### config.mk
export PLATFORM = sky130hd
export DESIGN_NAME = mm_operand_stage
export DESIGN_NICKNAME = d
export VERILOG_FILES = /design/src/rtl/mm_operand_stage.sv
export SDC_FILE = /design/constraint.sdc
export NUM_CORES = 1
export LEC_CHECK = 0
export BUFFER_PORTS_ARGS = -buffer_cell sky130_fd_sc_hd__clkbuf_2
export CAP_MARGIN = 20
export CELL_PAD_IN_SITES_DETAIL_PLACEMENT = 1
export CELL_PAD_IN_SITES_GLOBAL_PLACEMENT = 2
export CORE_AREA = 3 3 290 292
export DETAILED_ROUTE_END_ITERATION = 8
export DIE_AREA = 0 0 293 295
export PLACE_DENSITY_LB_ADDON = 0.1
export SYNTH_ARGS = -nofsm -noshare
export SYNTH_HDL_FRONTEND = slang
export SYNTH_SLANG_ARGS = --single-unit
### constraint.sdc
create_clock -name clk -period 2.7 [get_ports clk]
set_clock_uncertainty 0.05 [all_clocks]
set_input_delay 0.405 -clock clk [delete_from_list [all_inputs] [get_ports clk]]
set_output_delay 0.405 -clock clk [all_outputs]
set_load 0.01 [all_outputs]
### src/rtl/mm_operand_stage.sv
// MMX operand-fetch stage: eight-entry MM register file, pending-write scoreboard,
// writeback bypass and a registered valid/ready operand latch feeding alu64.
module mm_operand_stage #(
    parameter int  NUM_MM_REGS = 8,
    parameter int  DATA_WIDTH  = 64,
    localparam int IDX_W       = $clog2(NUM_MM_REGS)
) (
    input  logic                  clk,
    input  logic                  rst_n,
    input  logic                  in_valid,
    output logic                  in_ready,
    input  logic [IDX_W-1:0]      in_src_a,
    input  logic [IDX_W-1:0]      in_src_b,
    input  logic [IDX_W-1:0]      in_dest,
    input  logic                  in_wr_en,
    input  logic [2:0]            in_op,
    input  logic [31:0]           in_imm,
    input  logic                  wb_valid,
    input  logic [IDX_W-1:0]      wb_dest,
    input  logic [DATA_WIDTH-1:0] wb_data,
    output logic                  out_valid,
    input  logic                  out_ready,
    output logic [DATA_WIDTH-1:0] MM_A,
    output logic [DATA_WIDTH-1:0] MM_B,
    output logic [31:0]           imm,
    output logic [2:0]            operation_select,
    output logic [IDX_W-1:0]      out_dest,
    output logic                  out_wr_en
);

    logic [DATA_WIDTH-1:0] r_regs [NUM_MM_REGS];
    logic [NUM_MM_REGS-1:0] r_pending;

    logic                  r_out_valid;
    logic [DATA_WIDTH-1:0] r_mm_a;
    logic [DATA_WIDTH-1:0] r_mm_b;
    logic [31:0]           r_imm;
    logic [2:0]            r_op;
    logic [IDX_W-1:0]      r_dest;
    logic                  r_wr_en;

    logic                  w_use_a;
    logic                  w_use_b;
    logic                  w_wr_en;
    logic                  w_byp_a;
    logic                  w_byp_b;
    logic                  w_byp_dest;
    logic                  w_raw;
    logic                  w_waw;
    logic                  w_hazard;
    logic                  w_issue;
    logic [DATA_WIDTH-1:0] w_opnd_a;
    logic [DATA_WIDTH-1:0] w_opnd_b;

    // Ops 6 and 7 are illegal: they read nothing and never claim a destination.
    always_comb begin
        w_use_a = 1'b0;
        w_use_b = 1'b0;
        w_wr_en = in_wr_en;
        case (in_op)
            3'd0, 3'd1, 3'd2: begin
                w_use_a = 1'b1;
                w_use_b = 1'b1;
            end
            3'd3, 3'd5: w_use_b = 1'b1;
            3'd4:       w_use_a = 1'b1;
            default:    w_wr_en = 1'b0;
        endcase
    end

    assign w_byp_a    = wb_valid && (wb_dest == in_src_a);
    assign w_byp_b    = wb_valid && (wb_dest == in_src_b);
    assign w_byp_dest = wb_valid && (wb_dest == in_dest);

    assign w_opnd_a = w_byp_a ? wb_data : r_regs[in_src_a];
    assign w_opnd_b = w_byp_b ? wb_data : r_regs[in_src_b];

    // A pending source that is being written back this cycle is satisfied by the bypass.
    assign w_raw    = (w_use_a && r_pending[in_src_a] && !w_byp_a)
                   || (w_use_b && r_pending[in_src_b] && !w_byp_b);
    assign w_waw    = w_wr_en && r_pending[in_dest] && !w_byp_dest;
    assign w_hazard = w_raw || w_waw;

    assign in_ready = (!r_out_valid || out_ready) && !w_hazard;
    assign w_issue  = in_valid && in_ready;

    // Set-before-clear ordering lets a new claim win over a same-cycle writeback.
    always_ff @(posedge clk or negedge rst_n) begin
        if (!rst_n) begin
            for (int i = 0; i < NUM_MM_REGS; i++) begin
                r_regs[i] <= '0;
            end
            r_pending <= '0;
        end else begin
            for (int i = 0; i < NUM_MM_REGS; i++) begin
                if (w_issue && w_wr_en && (in_dest == IDX_W'(i))) begin
                    r_pending[i] <= 1'b1;
                end else if (wb_valid && (wb_dest == IDX_W'(i))) begin
                    r_pending[i] <= 1'b0;
                end
                if (wb_valid && (wb_dest == IDX_W'(i))) begin
                    r_regs[i] <= wb_data;
                end
            end
        end
    end

    always_ff @(posedge clk or negedge rst_n) begin
        if (!rst_n) begin
            r_out_valid <= 1'b0;
            r_mm_a      <= '0;
            r_mm_b      <= '0;
            r_imm       <= '0;
            r_op        <= '0;
            r_dest      <= '0;
            r_wr_en     <= 1'b0;
        end else if (w_issue) begin
            r_out_valid <= 1'b1;
            r_mm_a      <= w_opnd_a;
            r_mm_b      <= w_opnd_b;
            r_imm       <= in_imm;
            r_op        <= in_op;
            r_dest      <= in_dest;
            r_wr_en     <= w_wr_en;
        end else if (r_out_valid && out_ready) begin
            r_out_valid <= 1'b0;
        end
    end

    assign out_valid        = r_out_valid;
    assign MM_A             = r_mm_a;
    assign MM_B             = r_mm_b;
    assign imm              = r_imm;
    assign operation_select = r_op;
    assign out_dest         = r_dest;
    assign out_wr_en        = r_wr_en;

endmodule

### Word level (Yosys, flattened, before mapping)

Index checks and enable logic that the tools add are counted.

| storage, ports and cells | value |
|---|---|
| register bits after elaboration | 688 |
| output and inout port bits | 169 |
| word-level logic and storage cells | 139 |
| bits of input ports | 117 |

| cells by class | value |
|---|---|
| reduce and logical (&&, ||, !) cells | 52 |
| bitwise gates (word level) | 2 |
| multiplexer cells | 35 |
| equal/unequal tests | 22 |
| magnitude comparators | 5 |

Operators by type and width:

| operator | count |
|---|---|
| binary-select mux 64 bit (select 3 bit) | 2 |
| 2-to-1 mux 64 bit | 6 |
| equality test 3 bit, second input constant | 10 |
| logical AND 1 bit | 29 |
| 2-to-1 mux 1 bit | 24 |
| equality test 3 x 2 -> 1 bit, second input constant | 6 |
| nonzero test 2 bit | 9 |
| < comparator 3 x 4 -> 1 bit, second input constant | 3 |
| binary-select mux 1 bit (select 3 bit) | 3 |
| equality test 3 x 1 -> 1 bit, second input constant | 3 |
| equality test 3 bit | 3 |
| zero test 3 bit | 3 |
| >= comparator 4 bit, second input constant | 2 |
| inverter 3 -> 4 bit | 2 |
| OR reduction 6 bit | 1 |
| zero test 1 bit | 5 |
| OR reduction 5 bit | 1 |
| OR reduction 4 bit | 1 |
| logical OR 1 bit | 3 |

### Depth between registers and ports, before layout

Gate-level depths: netlist of run 1.

| logic depth | value |
|---|---|
| depth in word-level cells | 13 |
| gate-level depth with buffers | 9 |
| depth with buffers taken out | 5 |

### Worst setup path after synthesis of run 1

OpenSTA, ideal clock, no wires.

| timing | value |
|---|---|
| path type | input to register |
| start | in in_src_a[1] |
| end | reg r_imm[10], in the netlist imm[10] |
| required time | 2525 ps |
| cell stages on the path | 8 |
| setup slack | 322 ps |
| library setup time | 125 ps |
| data arrival time | 2203 ps |
| buffers on the path | 3 |
| cells stage by stage | buf_6 > mux4_2 > nor2b_1 > o211a_1 > nor4b_2 > buf_4 > buf_4 > mux2_2 |

| on the way | value |
|---|---|
| cells in the longest elaborated chain, start to end | 9 |
| elaborated cells on any way between the ends | 12 |
| those cells by class | 1 x eq/ne; 2 x mux; 9 x reduce/logical |

RTL lines:

| item | line | RTL |
|---|---|---|
| start, declared | 12 | `input logic [IDX_W-1:0] in_src_a,` |
| binary-select mux 1 bit (select 3 bit) or equality test 3 bit (tied branches) | 79, 71 |  |
| 2-to-1 mux 1 bit (implied by the code) or logical AND 1 bit (tied branches) | 79, 71 |  |
| logical AND 1 bit or zero test 1 bit (tied branches) | 79 | `assign w_raw = (w_use_a && r_pending[in_src_a] && !w_byp_a)` |
| logical AND 1 bit * | 79 |  |
| logical OR 1 bit * | 80 | `\|\| (w_use_b && r_pending[in_src_b] && !w_byp_b);` |
| logical OR 1 bit * | 82 | `assign w_hazard = w_raw \|\| w_waw;` |
| zero test 1 bit * | 84 | `assign in_ready = (!r_out_valid \|\| out_ready) && !w_hazard;` |
| logical AND 1 bit * | 84 |  |
| logical AND 1 bit * | 85 | `assign w_issue = in_valid && in_ready;` |
| end signal, assigned | 121 | `r_imm <= in_imm;` |
| end, declared | 37 | `logic [31:0] r_imm;` |

Mark *: on every way between the ends. The rest lies on a longest branch, timed or not. The select of a mux whose other input is x is not followed.
A chain may end at the register's enable or synchronous reset.

### Final worst setup path of run 1

| timing | value |
|---|---|
| start | reg r_pending[4] |
| end | out in_ready |

| on the way | value |
|---|---|
| cells in the longest elaborated chain, start to end | 8 |
| elaborated cells on any way between the ends | 16 |
| those cells by class | 6 x mux; 10 x reduce/logical |

RTL lines:

| item | line | RTL |
|---|---|---|
| start, declared | 32 | `logic [NUM_MM_REGS-1:0] r_pending;` |
| start signal, assigned | 93 | `r_pending <= '0;` |
| start signal, assigned by index | 97 | `r_pending[i] <= 1'b1;` |
| start signal, assigned by index | 99 | `r_pending[i] <= 1'b0;` |
| binary-select mux 1 bit (select 3 bit) (on tied branches) | 79, 80 |  |
| 2-to-1 mux 1 bit (on tied branches) | 79, 80 |  |
| logical AND 1 bit (on tied branches) (2 in a row) | 79, 80 |  |
| logical OR 1 bit | 80 |  |
| logical OR 1 bit * | 82 |  |
| zero test 1 bit * | 84 |  |
| logical AND 1 bit * | 84 |  |
| end, declared | 11 | `output logic in_ready,` |

Marks and branches as above.

==> results.py, run 1 <==
metrics = {
    "synthesis": {
        "syn_area_um2": 35120,
        "synth_seq_cells": 688,
        "synthTopCellsByArea": "dfrtp_1 49%, mux2_2 18%, mux4_2 17%",
        "synthCells": 2468,
        "yosys.area.top_type_share_pct": 49.02,
        "ys_seq_area_share_pct": 49.02,
        "avgSynthCellArea_um2": 14.23,
        "synth_cell_types": 38,
        "synth_fp_nets": 2585,
        "yosysWarnings": 0,
        "synth_top_area_cell": "dfrtp_1",
    },
    "cells_and_area": {
        "area_growth_syn_to_layout_pct": 17.22,
        "final_cell_mix": "688 x dfrtp_1, 554 x mux2_2, 277 x clkbuf_2",
        "final_common_cell": "dfrtp_1",
        "drive_gt1_share_pct": 48.13,
        "nets": 2845,
    },
    "route": {
        "drc_errors": 0,
        "dr.pass1.iters": 5,
        "wirelength_mm": 99.52,
        "vias": 21980,
        "drtAntennaViolNets": 0,
        "drt_iter0_markers": 1053,
        "via_per_inst": 5.702,
        "wire_per_inst_um": 25.82,
    },
    "setup_path": {
        "slowest_stage": "mux4_2",
        "crit_fanout": 4,
        "cp_num_buf_inv": 2,
        "end_kind": "primary output",
        "critical_path_class": "reg2out",
        "critical_path.top_delay_family": "simple AND/OR/NAND/NOR gates",
        "critPathMaxStageDelay_ns": 0.47,
        "required_ns": 2.25,
        "setup.worst_path.start_class": "register",
        "worstPathArrival_ns": 2.51,
        "crit_chain": "mux4_2 > nor2b_4 > o211a_4 > or3_4 > inv_6 > buf_6",
    },
    "min_path": {
        "hold_path.class": "in2reg",
    },
    "place": {
        "dp_hpwl_mm": 60.33,
        "port-buffer-count": 285,
        "gp_congestion": 0.7681,
    },
    "cts": {
        "cts_inserted_buffers": 79,
        "insertion_delay_ns": 0.62,
        "path_clk_slew_ns": 0.06,
        "cts_tree": "done",
        "cts.htree.levels": 3,
        "clock_sinks": 688,
        "clockRootBuffer": "clkbuf_16",
        "cts_max_path_buffers": 3,
    },
    "pwr": {
        "vdd_ir_drop_max_mv": 0.5225,
        "power.leakage_nw": 18.22,
        "finalPower_mw": 35.28,
        "p_per_area_nw_per_um2": 857.0,
    },
    "global_routing": {
        "grt_start_max_net_pins": 129,
        "grt_pass1_vias": 24950,
        "grt_usage_pct": 23.29,
        "antenna_found_initial": 4,
        "grt_pass1_wl_mm": 154.2,
        "grt-ovfl-total": 0,
    },
    "sta": {
        "fmax_ghz": 0.3378,
        "worst_slew_pin_slew_ns": 0.7539,
        "rsz0062_at_grt": "true",
        "hold_ws_ns": 0.04718,
        "hold_viol_final": 0,
        "layout_setup_ws_ns": -0.2603,
        "finalSetupViolCount": 13,
        "slew_violations": 0,
        "maxSlewHeadroom_pct": 49.74,
        "final.min_clock_period_ns": 2.960,
        "finalCritPeriodShare_pct": 109.6,
    },
    "floorplanning": {
        "die_y_um": 295,
        "die_area_um2": 86440,
        "fp.dieW_um": 293,
        "coreArea_um2": 81850,
        "io_pins": 286,
        "start_util_pct": 42.91,
        "rows": 105,
    },
    "job": {
        "cap_violations": 0,
    },
    "status": {
        "outcome": "finished, violations left",
        "violations": "setup timing",
    },
}
## layer usage
metal	vias up	share of wire, %	GRT usage [%]
li1	9525	-	-
met1	11850	43	30.10
met2	452	51	40.92
met3	145	4.0	4.041
met4	4	2.2	5.835
met5	-	0.020	0
## worst paths after layout
path / start / to / slack (ns) / cells after the start
max reg2reg: r_pending[0] / MM_A[22] / -0.02 / 9
min reg2reg: imm[10] / imm[10] / 0.46 / 1
min: in_op[1] / operation_select[1] / 0.05 / 2
min in group asynchronous: rst_n / MM_B[8] / 0.30 / 2
max in group asynchronous: rst_n / MM_A[23] / 1.36 / 4
max: r_pending[4] / in_ready / -0.26 / 6
## worst register-to-register path, cell delays in order (launching register included)
cell and delay, ns:
dfrtp_1 0.41, nor3b_1 0.15, a2111oi_0 0.42, a222oi_1 0.20
buf_4 0.19, nor4b_4 0.33, buf_4 0.23, buf_4 0.19
buf_4 0.24, mux2i_1 0.21
## cells by family after synthesis
kind of cell / synth area share (%)
fa+ha+maj: 0.02850
flops: 49.02
compound gates: 2.251
buf+inv: 4.738
simple gates: 2.055
xor+xnor: 0.2244
mux: 41.69
## power breakdown
group / total, mW / leakage [nW] / switching, mW / internal (mW)
logic: 9.37 / 8.67 / 4.25 / 5.13
registers: 15.2 / 8.27 / 1.98 / 13.2
clock network: 10.7 / 1.28 / 4.30 / 6.43
total: 35.3 / 18.2 / 10.5 / 24.8
## layout make-up
cell class              count  area [um^2]
multi-input cells        1394        16310
fillers                  7991        40670
diodes                      2        5.005
well taps                1070         1339
clock buffers             119         2380
repair buffers            430         3219
clock inverters            16        195.2
inverters                 135        511.7
flip-flops and latches    688        17220
## per-stage QoR
stage	worst slack, ns	cell area [um^2]	cells	util [%]	setup TNS (ns)
after global routing	-0.3260	41170	3852	50.30	-6.688
after global placement	-0.09501	38180	3679	46.64	-4.994
after detailed placement	-0.1861	38180	3679	46.64	-13.68
after floorplan	0.3217	35120	2468	-	0
after CTS	-0.3055	41140	3852	50.27	-0.4194
final	-0.2603	41170	3854	50.31	-0.3948
## synth_stat cells
master and count:
nor4_1 1, nor3b_1 5, a21bo_2 1, mux2i_1 259
nor2b_1 3, a31oi_1 1, and4_1 1, o22ai_1 3
or4_1 2, buf_1 87, buf_4 5, nor2_1 64
xnor2_1 9, o21ai_0 64, nor4b_2 1, or2_2 1
a2111oi_0 2, a21oi_1 64, nor3_1 2, nand2b_1 6
o211a_1 1, nand2_1 75, inv_1 135, clkbuf_1 110
buf_2 34, mux4_2 258, a41o_1 1, a222oi_1 1
a21boi_0 2, o41ai_1 6, buf_6 4, nand4_1 2
maj3_1 1, buf_8 11, dfrtp_1 688, mux2_2 554
nand4b_1 3, or3_1 1
## sequential cells by signal, summed over array words and instances, names as in the netlist
| signal | count |
|---|---|
| r_pending | 8 |
| out_dest | 3 |
| operation_select | 3 |
| MM_A | 64 |
| r_regs | 512 |
| MM_B | 64 |
| out_wr_en | 1 |
| imm | 32 |
| out_valid | 1 |
## what timing repair did
item	in CTS	in global routing
pin swaps	2	1
endpoints found under the hold margin	74	0
buffers inserted	3	0
gates resized for setup	6	6
hold buffers	35	0
setup endpoints to repair	29	93
No activity file was read; power rests on OpenSTA's default activity.
==> run 2, diff against run 1 <==
--- a/config.mk
+++ b/config.mk
@@ -13,6 +13,7 @@
 export DETAILED_ROUTE_END_ITERATION = 8
 export DIE_AREA = 0 0 293 295
 export PLACE_DENSITY_LB_ADDON = 0.1
+export REMOVE_ABC_BUFFERS = 1
 export SYNTH_ARGS = -nofsm -noshare
 export SYNTH_HDL_FRONTEND = slang
 export SYNTH_SLANG_ARGS = --single-unit
==> results.py, run 2 (synthesis gave the netlist of run 1 again) <==
metrics = {
    "cells_and_area": {
        "multi_input_area_um2": 16360,
        "final_common_cell": "dfrtp_1",
        "layoutNonFillerInstCount": 3881,
        "nets": 2864,
        "final_cell_mix": "688 x dfrtp_1, 543 x mux2_2, 277 x clkbuf_2",
        "top_register": "r_regs",
        "n_fill_cell": 7956,
        "largest_reg_flops": 512,
        "regArea_um2": 17220,
        "drive_gt1_share_pct": 48.67,
        "area_growth_syn_to_layout_pct": 18.73,
    },
    "cts": {
        "cts_max_path_buffers": 3,
        "path_clk_slew_ns": 0.06,
        "clockRootBuffer": "clkbuf_16",
        "cts.htree.levels": 3,
        "cts_inserted_buffers": 82,
        "cts_tree": "done",
        "insertion_delay_ns": 0.61,
        "clock_sinks": 688,
    },
    "place": {
        "post-place-cells": 3680,
        "gp_congestion": 0.7841,
        "dp_hpwl_mm": 58.99,
        "pre_cts_ws_ns": -0.1023,
        "port-buffer-count": 285,
    },
    "setup_path": {
        "slowest_stage": "mux4_2",
        "crit_chain": "mux4_2 > nor2b_1 > o211a_1 > or3_4 > inv_2 > buf_6",
        "worstPathArrival_ns": 2.39,
        "critPathMaxStageDelay_ns": 0.46,
        "setup.worst_path.start_class": "register",
        "reg2reg_slack_ns": 0.03,
        "required_ns": 2.25,
        "critical_path_class": "reg2out",
        "timing.rr.end": "MM_A[17]",
        "critical_path.top_delay_family": "simple AND/OR/NAND/NOR gates",
        "crit_fanout": 4,
        "end_kind": "primary output",
        "reg2reg_depth": 10,
        "reg2reg_from": "r_pending[4]",
        "cp_num_buf_inv": 2,
    },
    "global_routing": {
        "grt_usage_pct": 22.92,
        "grt_start_max_net_pins": 129,
        "grt-ovfl-total": 0,
        "grt_pass1_vias": 24810,
        "grt_pass1_wl_mm": 152.5,
        "antenna_found_initial": 2,
    },
    "min_path": {
        "min_to": "operation_select[1]",
        "min_path_cells": 2,
        "min_from": "in_op[1]",
        "hold_path.class": "in2reg",
    },
    "floorplanning": {
        "start_util_pct": 42.91,
        "coreArea_um2": 81850,
        "die_area_um2": 86440,
        "die_y_um": 295,
        "fp.dieW_um": 293,
        "io_pins": 286,
        "rows": 105,
    },
    "sta": {
        "hold_viol_final": 0,
        "finalCritPeriodShare_pct": 105.5,
        "final.min_clock_period_ns": 2.848,
        "finalSetupViolCount": 1,
        "layout_setup_ws_ns": -0.1477,
        "setup_tns_ns": -0.1477,
        "rsz0062_at_grt": "true",
        "hold_ws_ns": 0.04263,
        "fmax_ghz": 0.3512,
        "maxSlewHeadroom_pct": 42.14,
        "worst_slew_pin_slew_ns": 0.8679,
        "slew_violations": 0,
    },
    "job": {
        "cap_violations": 0,
    },
    "pwr": {
        "p_per_area_nw_per_um2": 865.9,
        "power.leakage_nw": 18.50,
        "finalPower_mw": 36.11,
        "vdd_ir_drop_max_mv": 0.4687,
    },
    "route": {
        "via_per_inst": 5.700,
        "drc_errors": 0,
        "dr.pass1.iters": 5,
        "drtAntennaViolNets": 0,
        "wire_per_inst_um": 25.86,
        "routed-wl-met2_mm": 49.89,
        "wl_met1_mm": 45.26,
        "drt_iter0_markers": 1099,
        "wirelength_mm": 100.4,
        "vias": 22120,
        "wl_met3_mm": 3.771,
        "dr.max_layer_used": "met5",
    },
    "status": {
        "violations": "setup timing",
        "outcome": "finished, violations left",
    },
}
## run 2: report_power, final
group	switching (mW)	total, mW	internal, mW
Combinational	4.37	9.68	5.30
Sequential	1.94	15.1	13.2
Clock	4.41	11.3	6.88
## run 2: area by class of cell
type	count	area share, %
well taps	1070	3.210
clock inverters	18	0.5401
diodes	2	0.01200
inverters	135	1.215
flip-flops and latches	688	41.29
multi-input cells	1394	39.24
clock buffers	128	6.064
repair buffers	446	8.431
## run 2: timing repair
action                                  CTS  global route
hold buffers                             35             0
pin swaps                                 3             2
setup buffers                             4             4
endpoints found under the hold margin    72             0
endpoints found under the setup margin    2            81
gates resized for setup                   5            36
gates cloned                              1             9
## run 2: stage by stage
| stage | utilization [%] | area, um^2 |
|---|---|---|
| 2_1_floorplan | - | 33970 |
| 3_5_place_dp | 46.56 | 38110 |
| 5_1_grt | 50.94 | 41700 |
| 6_report | 50.95 | 41700 |
| 3_3_place_gp | 46.56 | 38110 |
| 4_1_cts | 50.45 | 41290 |
## run 2: worst max-delay path by stage
stage	start	end	slack, ns	cells after the start
detailed placement	in_dest[1]	MM_B[12]	-0.10	8
global placement	in_dest[1]	MM_A[53]	-0.1	8
global route	r_pending[2]	in_ready	-0.21	6
CTS	r_pending[4]	in_ready	-0.18	6
finish	r_pending[4]	in_ready	-0.15	6
floorplan	wb_dest[1]	imm[0]	-14.45	5
## run 2: metal layers
| layer | GRT usage, % | up-vias |
|---|---|---|
| li1 | - | 9580 |
| met1 | 31.30 | 12030 |
| met2 | 39.42 | 406 |
| met3 | 3.268 | 99 |
| met4 | 4.648 | 2 |
| met5 | 0 | - |
